**src/rtl/sprite_blitter.sv**
```systemverilog
// -----------------------------------------------------------------------------
// sprite_blitter
//
// Copies a rectangular sprite of 4-bit palette indices from a sprite ROM read
// port into a framebuffer RAM write port, placing its top-left pixel at
// (pos_x, pos_y). Pixels equal to TRANSPARENT are skipped. Pixels that land
// outside the FB_W x FB_H framebuffer are clipped: they are never written and
// never wrap into the next row. Clipping does not change the cycle count.
//
// Ports
//   i_Clk        system clock, all logic on the rising edge
//   i_Reset      synchronous active-high reset
//   i_start      blit request, only looked at while idle
//   i_pos_x/y    destination of sprite pixel (0,0)
//   i_spr_w/h    sprite size, 0..64 each (0 gives an empty blit)
//   i_spr_base   ROM address of sprite pixel (0,0), row-major, stride spr_w
//   o_rom_addr   sprite ROM read address (ROM answers one cycle later)
//   i_rom_data   sprite ROM read data
//   o_fb_addr    framebuffer write address (y*FB_W + x)
//   o_fb_data    framebuffer write data
//   o_fb_we      framebuffer write enable
//   o_busy       high while a blit is reading or draining
//   o_done       one-cycle pulse when a blit has finished
//
// Timing for a start accepted at edge k with N = w*h pixels: pixel i is read
// in cycle k+1+i and written in cycle k+3+i; done is high in cycle k+3+N.
// -----------------------------------------------------------------------------
module sprite_blitter #(
   parameter int         FB_W        = 400,
   parameter int         FB_H        = 400,
   parameter int         ADDR_W      = 19,
   parameter logic [3:0] TRANSPARENT = 4'h0
) (
   input  logic              i_Clk,
   input  logic              i_Reset,
   input  logic              i_start,
   input  logic [9:0]        i_pos_x,
   input  logic [9:0]        i_pos_y,
   input  logic [6:0]        i_spr_w,
   input  logic [6:0]        i_spr_h,
   input  logic [ADDR_W-1:0] i_spr_base,
   output logic [ADDR_W-1:0] o_rom_addr,
   input  logic [3:0]        i_rom_data,
   output logic [ADDR_W-1:0] o_fb_addr,
   output logic [3:0]        o_fb_data,
   output logic              o_fb_we,
   output logic              o_busy,
   output logic              o_done
);

   localparam logic [10:0]       FB_W_X = 11'(FB_W);
   localparam logic [10:0]       FB_H_Y = 11'(FB_H);
   localparam logic [ADDR_W-1:0] FB_W_A = ADDR_W'(FB_W);

   typedef enum logic [1:0] {
      S_IDLE,
      S_READ,
      S_DRAIN,
      S_DONE
   } state_t;

   state_t r_state;
   state_t w_state_next;

   // Latched command
   logic [6:0]        r_w;
   logic [6:0]        r_h;
   logic [9:0]        r_pos_x;

   // Read-side walker: describes the pixel whose ROM address is on o_rom_addr
   logic [ADDR_W-1:0] r_rom_addr;
   logic [6:0]        r_col;
   logic [6:0]        r_row;
   logic [10:0]       r_x;
   logic [10:0]       r_y;
   logic [ADDR_W-1:0] r_row_start;
   logic              r_drain;

   // One stage of side information travelling alongside the ROM read
   logic              r_s1_valid;
   logic [10:0]       r_s1_x;
   logic [10:0]       r_s1_y;
   logic [ADDR_W-1:0] r_s1_addr;

   // Registered outputs
   logic              r_fb_we;
   logic [ADDR_W-1:0] r_fb_addr;
   logic [3:0]        r_fb_data;
   logic              r_busy;
   logic              r_done;

   logic              w_last;
   logic              w_zero;
   logic [ADDR_W-1:0] w_row_init;
   logic [ADDR_W-1:0] w_pp [ADDR_W];

   assign w_last = (r_col == r_w - 7'd1) && (r_row == r_h - 7'd1);
   assign w_zero = (i_spr_w == 7'd0) || (i_spr_h == 7'd0);

   // Starting row address pos_y*FB_W built as a sum of shifted copies of
   // pos_y, one per set bit of the constant FB_W. Subsequent rows just add
   // FB_W to the running row start.
   generate
      for (genvar gi = 0; gi < ADDR_W; gi++) begin : g_pp
         if (((FB_W >> gi) & 1) != 0) begin : g_on
            assign w_pp[gi] = ADDR_W'(i_pos_y) << gi;
         end else begin : g_off
            assign w_pp[gi] = '0;
         end
      end
   endgenerate

   always_comb begin
      w_row_init = '0;
      for (int b = 0; b < ADDR_W; b++) begin
         w_row_init = w_row_init + w_pp[b];
      end
   end

   // State register
   always_ff @(posedge i_Clk) begin
      if (i_Reset) begin
         r_state <= S_IDLE;
      end else begin
         r_state <= w_state_next;
      end
   end

   // Next-state logic
   always_comb begin
      w_state_next = r_state;
      case (r_state)
         S_IDLE: begin
            if (i_start) begin
               w_state_next = w_zero ? S_DONE : S_READ;
            end
         end
         S_READ: begin
            if (w_last) begin
               w_state_next = S_DRAIN;
            end
         end
         // Two drain cycles cover the ROM latency and the output register.
         S_DRAIN: begin
            if (r_drain) begin
               w_state_next = S_DONE;
            end
         end
         S_DONE:  w_state_next = S_IDLE;
         default: w_state_next = S_IDLE;
      endcase
   end

   // Datapath
   always_ff @(posedge i_Clk) begin
      if (i_Reset) begin
         r_w         <= '0;
         r_h         <= '0;
         r_pos_x     <= '0;
         r_rom_addr  <= '0;
         r_col       <= '0;
         r_row       <= '0;
         r_x         <= '0;
         r_y         <= '0;
         r_row_start <= '0;
         r_drain     <= 1'b0;
         r_s1_valid  <= 1'b0;
         r_s1_x      <= '0;
         r_s1_y      <= '0;
         r_s1_addr   <= '0;
         r_fb_we     <= 1'b0;
         r_fb_addr   <= '0;
         r_fb_data   <= '0;
         r_busy      <= 1'b0;
         r_done      <= 1'b0;
      end else begin
         r_busy <= (w_state_next == S_READ) || (w_state_next == S_DRAIN);
         r_done <= (w_state_next == S_DONE);

         case (r_state)
            S_IDLE: begin
               if (i_start && !w_zero) begin
                  r_w         <= i_spr_w;
                  r_h         <= i_spr_h;
                  r_pos_x     <= i_pos_x;
                  r_rom_addr  <= i_spr_base;
                  r_col       <= '0;
                  r_row       <= '0;
                  r_x         <= {1'b0, i_pos_x};
                  r_y         <= {1'b0, i_pos_y};
                  r_row_start <= w_row_init;
               end
            end
            S_READ: begin
               r_drain <= 1'b0;
               if (!w_last) begin
                  r_rom_addr <= r_rom_addr + 1'b1;
                  if (r_col == r_w - 7'd1) begin
                     r_col       <= '0;
                     r_row       <= r_row + 7'd1;
                     r_x         <= {1'b0, r_pos_x};
                     r_y         <= r_y + 11'd1;
                     r_row_start <= r_row_start + FB_W_A;
                  end else begin
                     r_col <= r_col + 7'd1;
                     r_x   <= r_x + 11'd1;
                  end
               end
            end
            S_DRAIN: r_drain <= 1'b1;
            default: ;
         endcase

         // Stage 1: tag the read just issued
         r_s1_valid <= (r_state == S_READ);
         r_s1_x     <= r_x;
         r_s1_y     <= r_y;
         r_s1_addr  <= r_row_start + ADDR_W'(r_x);

         // Stage 2: ROM data is now valid; decide whether to write. The
         // bounds test on the unwrapped 11-bit x/y is what prevents an
         // off-screen column from spilling into the next row.
         r_fb_we   <= r_s1_valid && (i_rom_data != TRANSPARENT) &&
                      (r_s1_x < FB_W_X) && (r_s1_y < FB_H_Y);
         r_fb_addr <= r_s1_addr;
         r_fb_data <= i_rom_data;
      end
   end

   assign o_rom_addr = r_rom_addr;
   assign o_fb_addr  = r_fb_addr;
   assign o_fb_data  = r_fb_data;
   assign o_fb_we    = r_fb_we;
   assign o_busy     = r_busy;
   assign o_done     = r_done;

endmodule
```
**config.mk**
```make
export PLATFORM = sky130hd
export DESIGN_NAME = sprite_blitter
export DESIGN_NICKNAME = d
export VERILOG_FILES = /design/src/rtl/sprite_blitter.sv
export SDC_FILE = /design/constraint.sdc
export NUM_CORES = 1
export LEC_CHECK = 0
export CORE_MARGIN = 10
export CORE_UTILIZATION = 45
export DETAILED_ROUTE_END_ITERATION = 6
export MAX_ROUTING_LAYER = met4
export PLACE_DENSITY = 0.64
export REMOVE_ABC_BUFFERS = 1
export SYNTH_ARGS = -nofsm -noshare
export SYNTH_HDL_FRONTEND = slang
export SYNTH_SLANG_ARGS = --single-unit
export TNS_END_PERCENT = 30
```
**constraint.sdc**
```tcl
create_clock -name i_Clk -period 3.8 [get_ports i_Clk]
set_input_delay 0.95 -clock i_Clk [delete_from_list [all_inputs] [get_ports i_Clk]]
set_output_delay 0.95 -clock i_Clk [all_outputs]
set_load 0.1 [all_outputs]
```
# After elaboration in Yosys (flattened, before gate mapping)
# Index checks and enable logic that the tools add are counted.
# Widths: inputs -> output; s select.
# totals
word_cells,89
ram_bits,0
romBits,0
regBits,169
input_bits,60
n_memories,0
out_inout_bits,45
latchBits,0
# op_classes
reduce_logical,17
multipliers,0
n_eq_ne,11
shift,0
div_mod_pow,0
muxes,28
add_sub_neg,11
magnitude_cmp,2
bitwise_logic,0
# op_table
op,count
$mux 19,5
$pmux 19 s2,2
$mux 11,6
$pmux 11 s2,2
$mux 7,5
$pmux 7 s2,2
$add 11x1->11 const B,2
$lt 11x9->1 const B,2
$add 18x18->19,1
$add 19x1->19 const B,1
$add 19x11->19,1
$add 19x9->19 const B,1
$add 14x17->18,1
$add 7x1->7 const B,2
$eq 7x7->1,2
$logic_not 7->1,2
$sub 7x1->7 const B,2
$eq 2x2->1 const B,4
$mux 2,4
$pmux 2 s4,1
$ne 2x2->1 const B,3
$logic_and 1x1->1,5
$eq 2x1->1 const B,2
$reduce_and 4->1,1
other kinds (8),10

# Logic depth before layout (Yosys ltp)
# depth
word_depth,7
ltp_mapped,12
depth_no_buf,11

# Worst setup path before layout
# OpenSTA, ideal clock, no wires.
# synth_path
path_type,input-to-reg
startpoint,in i_pos_y[1]
endpoint,reg r_row_start[17]
arrival_time_ns,3.178
path_buffers,0
setup_slack_ns,0.530
cell_stages,9
setup_ns,0.092
cell_sequence,fa_1 > ha_1 > a21oi_1 > o21ai_0 > a2111oi_0 > nor2_1 > nor4b_1 > nor4_1 > nor4_1
# synth_between
elab_chain_len,4
# synth_lines
item,line_no,source
"start, declared",38,"input logic [9:0] i_pos_y,"
$add 14x17->18,116,w_row_init = w_row_init + w_pp[b];
$add 18x18->19 *,116,
$mux 19 *,182,if (i_start && !w_zero) begin
$pmux 19 s2 *,180,case (r_state)
"end signal, assigned",191,r_row_start <= w_row_init;
"end signal, assigned",203,r_row_start <= r_row_start + FB_W_A;
"end, declared",76,logic [ADDR_W-1:0] r_row_start;
# Mark *: on every way between the ends. The rest lies on a longest branch, timed or not. The select of a mux whose other input is x is not followed.
# A chain may end at the register's enable or synchronous reset.

# Worst setup path after layout
# layout_path
startpoint,in i_pos_y[4]
endpoint,reg r_row_start[17]
# The elaborated chain is that of the path after synthesis.

==> impl_metrics.py <==
metrics = {
    "worst_setup_path": {
        "crit_slowest_cell": "clkdlybuf4s50_1",
        "path_common_cell": "nor4_1",
        "crit_chain": "clkdlybuf4s50_1 > fa_1 > ha_1 > a21oi_1 > o21ai_0 > a2111oi_0 > buf_4 > nor2_1 > nor4b_1 > nor4_1 > nor4_1",
        "cp_max_fo": 4,
        "cp-start-kind": "input pin",
        "r2r_slack_ps": 540,
        "timing.rr.start": "r_h[0]",
        "critPathCaptureType": "flop",
        "worstPathArrival_ps": 3920,
        "cp_top_family": "buffers and inverters",
        "path_buf_inv": 2,
        "crit_required_ps": 4130,
        "path_class": "in2reg",
        "max_stage_delay_ps": 620,
        "cp-startpoint": "i_pos_y[4]",
    },
    "cells_and_area": {
        "synthToLayoutAreaGrowth_pct": 25.3,
        "drive_gt1_share_pct": 11.5,
        "num_antenna_cells": 0,
        "fillerInstances": 1645,
        "layout.nets": 1156,
    },
    "logic_synthesis": {
        "synth_edf_count": 0,
        "synth_top_area_share_pct": 38.2,
        "synth_area_leaders": "dfxtp_1 (38%), ha_1 (5.0%), mux2i_1 (4.0%)",
        "synth_cell_types": 81,
        "syn_inst": 941,
        "yosysWarnings": 0,
        "synth_seq_cells": 157,
        "synth_common_cells": "dfxtp_1 (157), nor2_1 (74), a21oi_1 (60), nand2_1 (60), o21ai_0 (60)",
        "yosysSeqAreaShare_pct": 38.2,
        "syn_avg_cell_area_um2": 8.75,
        "yosysMostFrequentCell": "dfxtp_1",
        "yosysTopAreaCell": "dfxtp_1",
        "synthArstFlopShare_pct": 0,
        "ys.flop_type": "dfxtp_1",
        "synth_area_um2": 8240,
    },
    "sta": {
        "slew_headroom_pct": 25.4,
        "fin_crit_sh_pct": 94.4,
        "finalSetupViolCount": 0,
        "rsz0062_at_grt": "false",
        "finalSetupTns_ps": 0,
        "tightest_slew_ps": 1100,
        "max_freq_mhz": 279,
        "skew_ps": 7.32,
        "hold_violations": 0,
        "slew_violations": 0,
        "fin_hold_ws_ps": 434,
        "fin_crit_ps": 3590,
    },
    "clock_tree": {
        "clk_latency_ps": 430,
        "clk_pin_slew_ps": 70,
        "cts.sinks": 157,
        "cts_buffers": 17,
        "cts-resized-gates": 0,
        "cts_max_level": 4,
        "cts_setup_buffers": 0,
        "cts.path.max_buffers": 2,
        "root_buffer": "clkbuf_16",
        "ctsHoldBuffers": 0,
        "tritoncts": "yes",
    },
    "placement": {
        "place.gp.congestion": 0.851,
        "dp_hpwl_um": 15300,
        "port_buffers": 104,
    },
    "routing": {
        "drt-total-wl_um": 21400,
        "drt_drc_violations_left": 0,
        "antenna_left": 0,
        "drtIter0Drc": 549,
        "avgRoutedWirePerCell_um": 16.5,
        "routed_via_density": 5.54,
        "vias": 7197,
        "drt-pass1-iter-count": 5,
    },
    "pwr": {
        "cellPowerDensity_nw_per_um2": 733,
        "vdd_drop_max_mv": 0.465,
        "power.leakage_nw": 4.01,
        "power_mw": 7.57,
    },
    "floorplan": {
        "coreArea_um2": 18000,
        "die_y_um": 155,
        "die_width_um": 155,
        "ioPinCount": 105,
        "die_area_um2": 24100,
        "fp-row-count": 49,
        "start_util_pct": 45.9,
    },
    "min_path": {
        "holdCritPathClass": "reg2reg",
        "min-delay-start": "r_s1_addr[4]",
    },
    "global_route": {
        "grt_usage_pct": 17.8,
        "grt_pass1_vias": 6790,
        "gr-total-overflow": 0,
        "grt_pass1_wl_um": 35000,
        "grt_start_max_net_pins": 84,
        "antenna_found_initial": 0,
    },
    "run_status": {
        "status": "complete, no violations",
    },
    "flow_run": {
        "max_cap_viol_count": 0,
    },
}
==> logic make-up (layout without fill, tap and decap cells) <==
logic type | count (synthesis) | in the layout | share of synthesized area (%)
fa+ha+maj | 40 | 40 | 6.71
xor+xnor | 45 | 45 | 4.79
flops | 157 | 157 | 38.2
compound gates | 237 | 237 | 18.9
buf+inv | 79 | 207 | 4.69
mux | 35 | 35 | 4.28
simple gates | 348 | 348 | 22.4
==> registers in the layout (all words and copies together) (netlist names) <==
signal,count
o_fb_addr,19
o_rom_addr,19
r_s1_addr,19
r_row_start,15
r_x,11
r_y,11
r_pos_x,10
r_col,7
r_h,7
r_row,7
r_s1_x,7
r_s1_y,7
r_w,7
o_fb_data,4
r_state,2
o_busy,1
o_done,1
o_fb_we,1
r_drain,1
r_s1_valid,1
==> per-stage QoR <==
step | setup slack, ps | std cells | instance area [um2] | util [%]
after floorplan | -984 | 886 | 7940 | -
after global placement | -139 | 1266 | 9660 | 53.8
after detailed placement | -244 | 1266 | 9660 | 53.8
after CTS | 194 | 1298 | 10300 | 57.5
after global routing | 68.4 | 1298 | 10300 | 57.5
final | 212 | 1298 | 10300 | 57.5
==> report_power, final <==
group / leakage, nW / total, mW / switching (mW) / internal [mW]
Combinational: 2.41 / 3.28 / 2.08 / 1.20
Sequential: 1.28 / 2.36 / 0.356 / 2.01
Clock: 0.319 / 1.92 / 0.714 / 1.21
==> metal layers <==
layer  up-vias  wire length, um  GRT usage (%)
met5         -                0              -
met3        19              977           3.58
met4         0              291           4.72
met1      3348            10300           23.2
li1       3639                -              -
met2       191             9870           27.7
==> path summary, 6_finish.rpt <==
kind | to | cells past startpoint
max reg2reg | r_x[3] | 9
min | o_fb_addr[4] | 1
min reg2reg | o_fb_addr[4] | 1
max | r_row_start[17] | 11
==> layout by cell type, fill, tap and decap left out, types with 12 or more instances in the layout <==
master and instances:
nor3_1 35, clkdlybuf4s50_1 97, nor2b_1 48, a21oi_1 60, a211oi_1 14, o21ai_0 60, or3_1 14, xnor2_1 33
nand3_1 32, nor2_1 74, dfxtp_1 157, and3_1 16, mux2i_1 33, o211ai_1 26, clkbuf_16 17, nor4_1 16
inv_1 23, nand2_1 60, ha_1 32, buf_4 50, xor2_1 12
==> cell type report <==
class / instances / area, um2 / area share, %
clock buffers: 20 / 457 / 4.42
clock inverters: 12 / 208 / 2.01
inverters: 24 / 90.1 / 0.873
multi-input cells: 705 / 4710 / 45.6
flip-flops and latches: 157 / 3140 / 30.5
well taps: 229 / 287 / 2.78
repair buffers: 151 / 1430 / 13.8
==> worst register-to-register path, delay by kind of cell (launching register included) <==
family          cells  cell delay (ps)
compound gates      5             1510
simple gates        1              510
flops               1              500
buf+inv             2              370
fa+ha+maj           1              300
No activity file was read; power rests on OpenSTA's default activity.
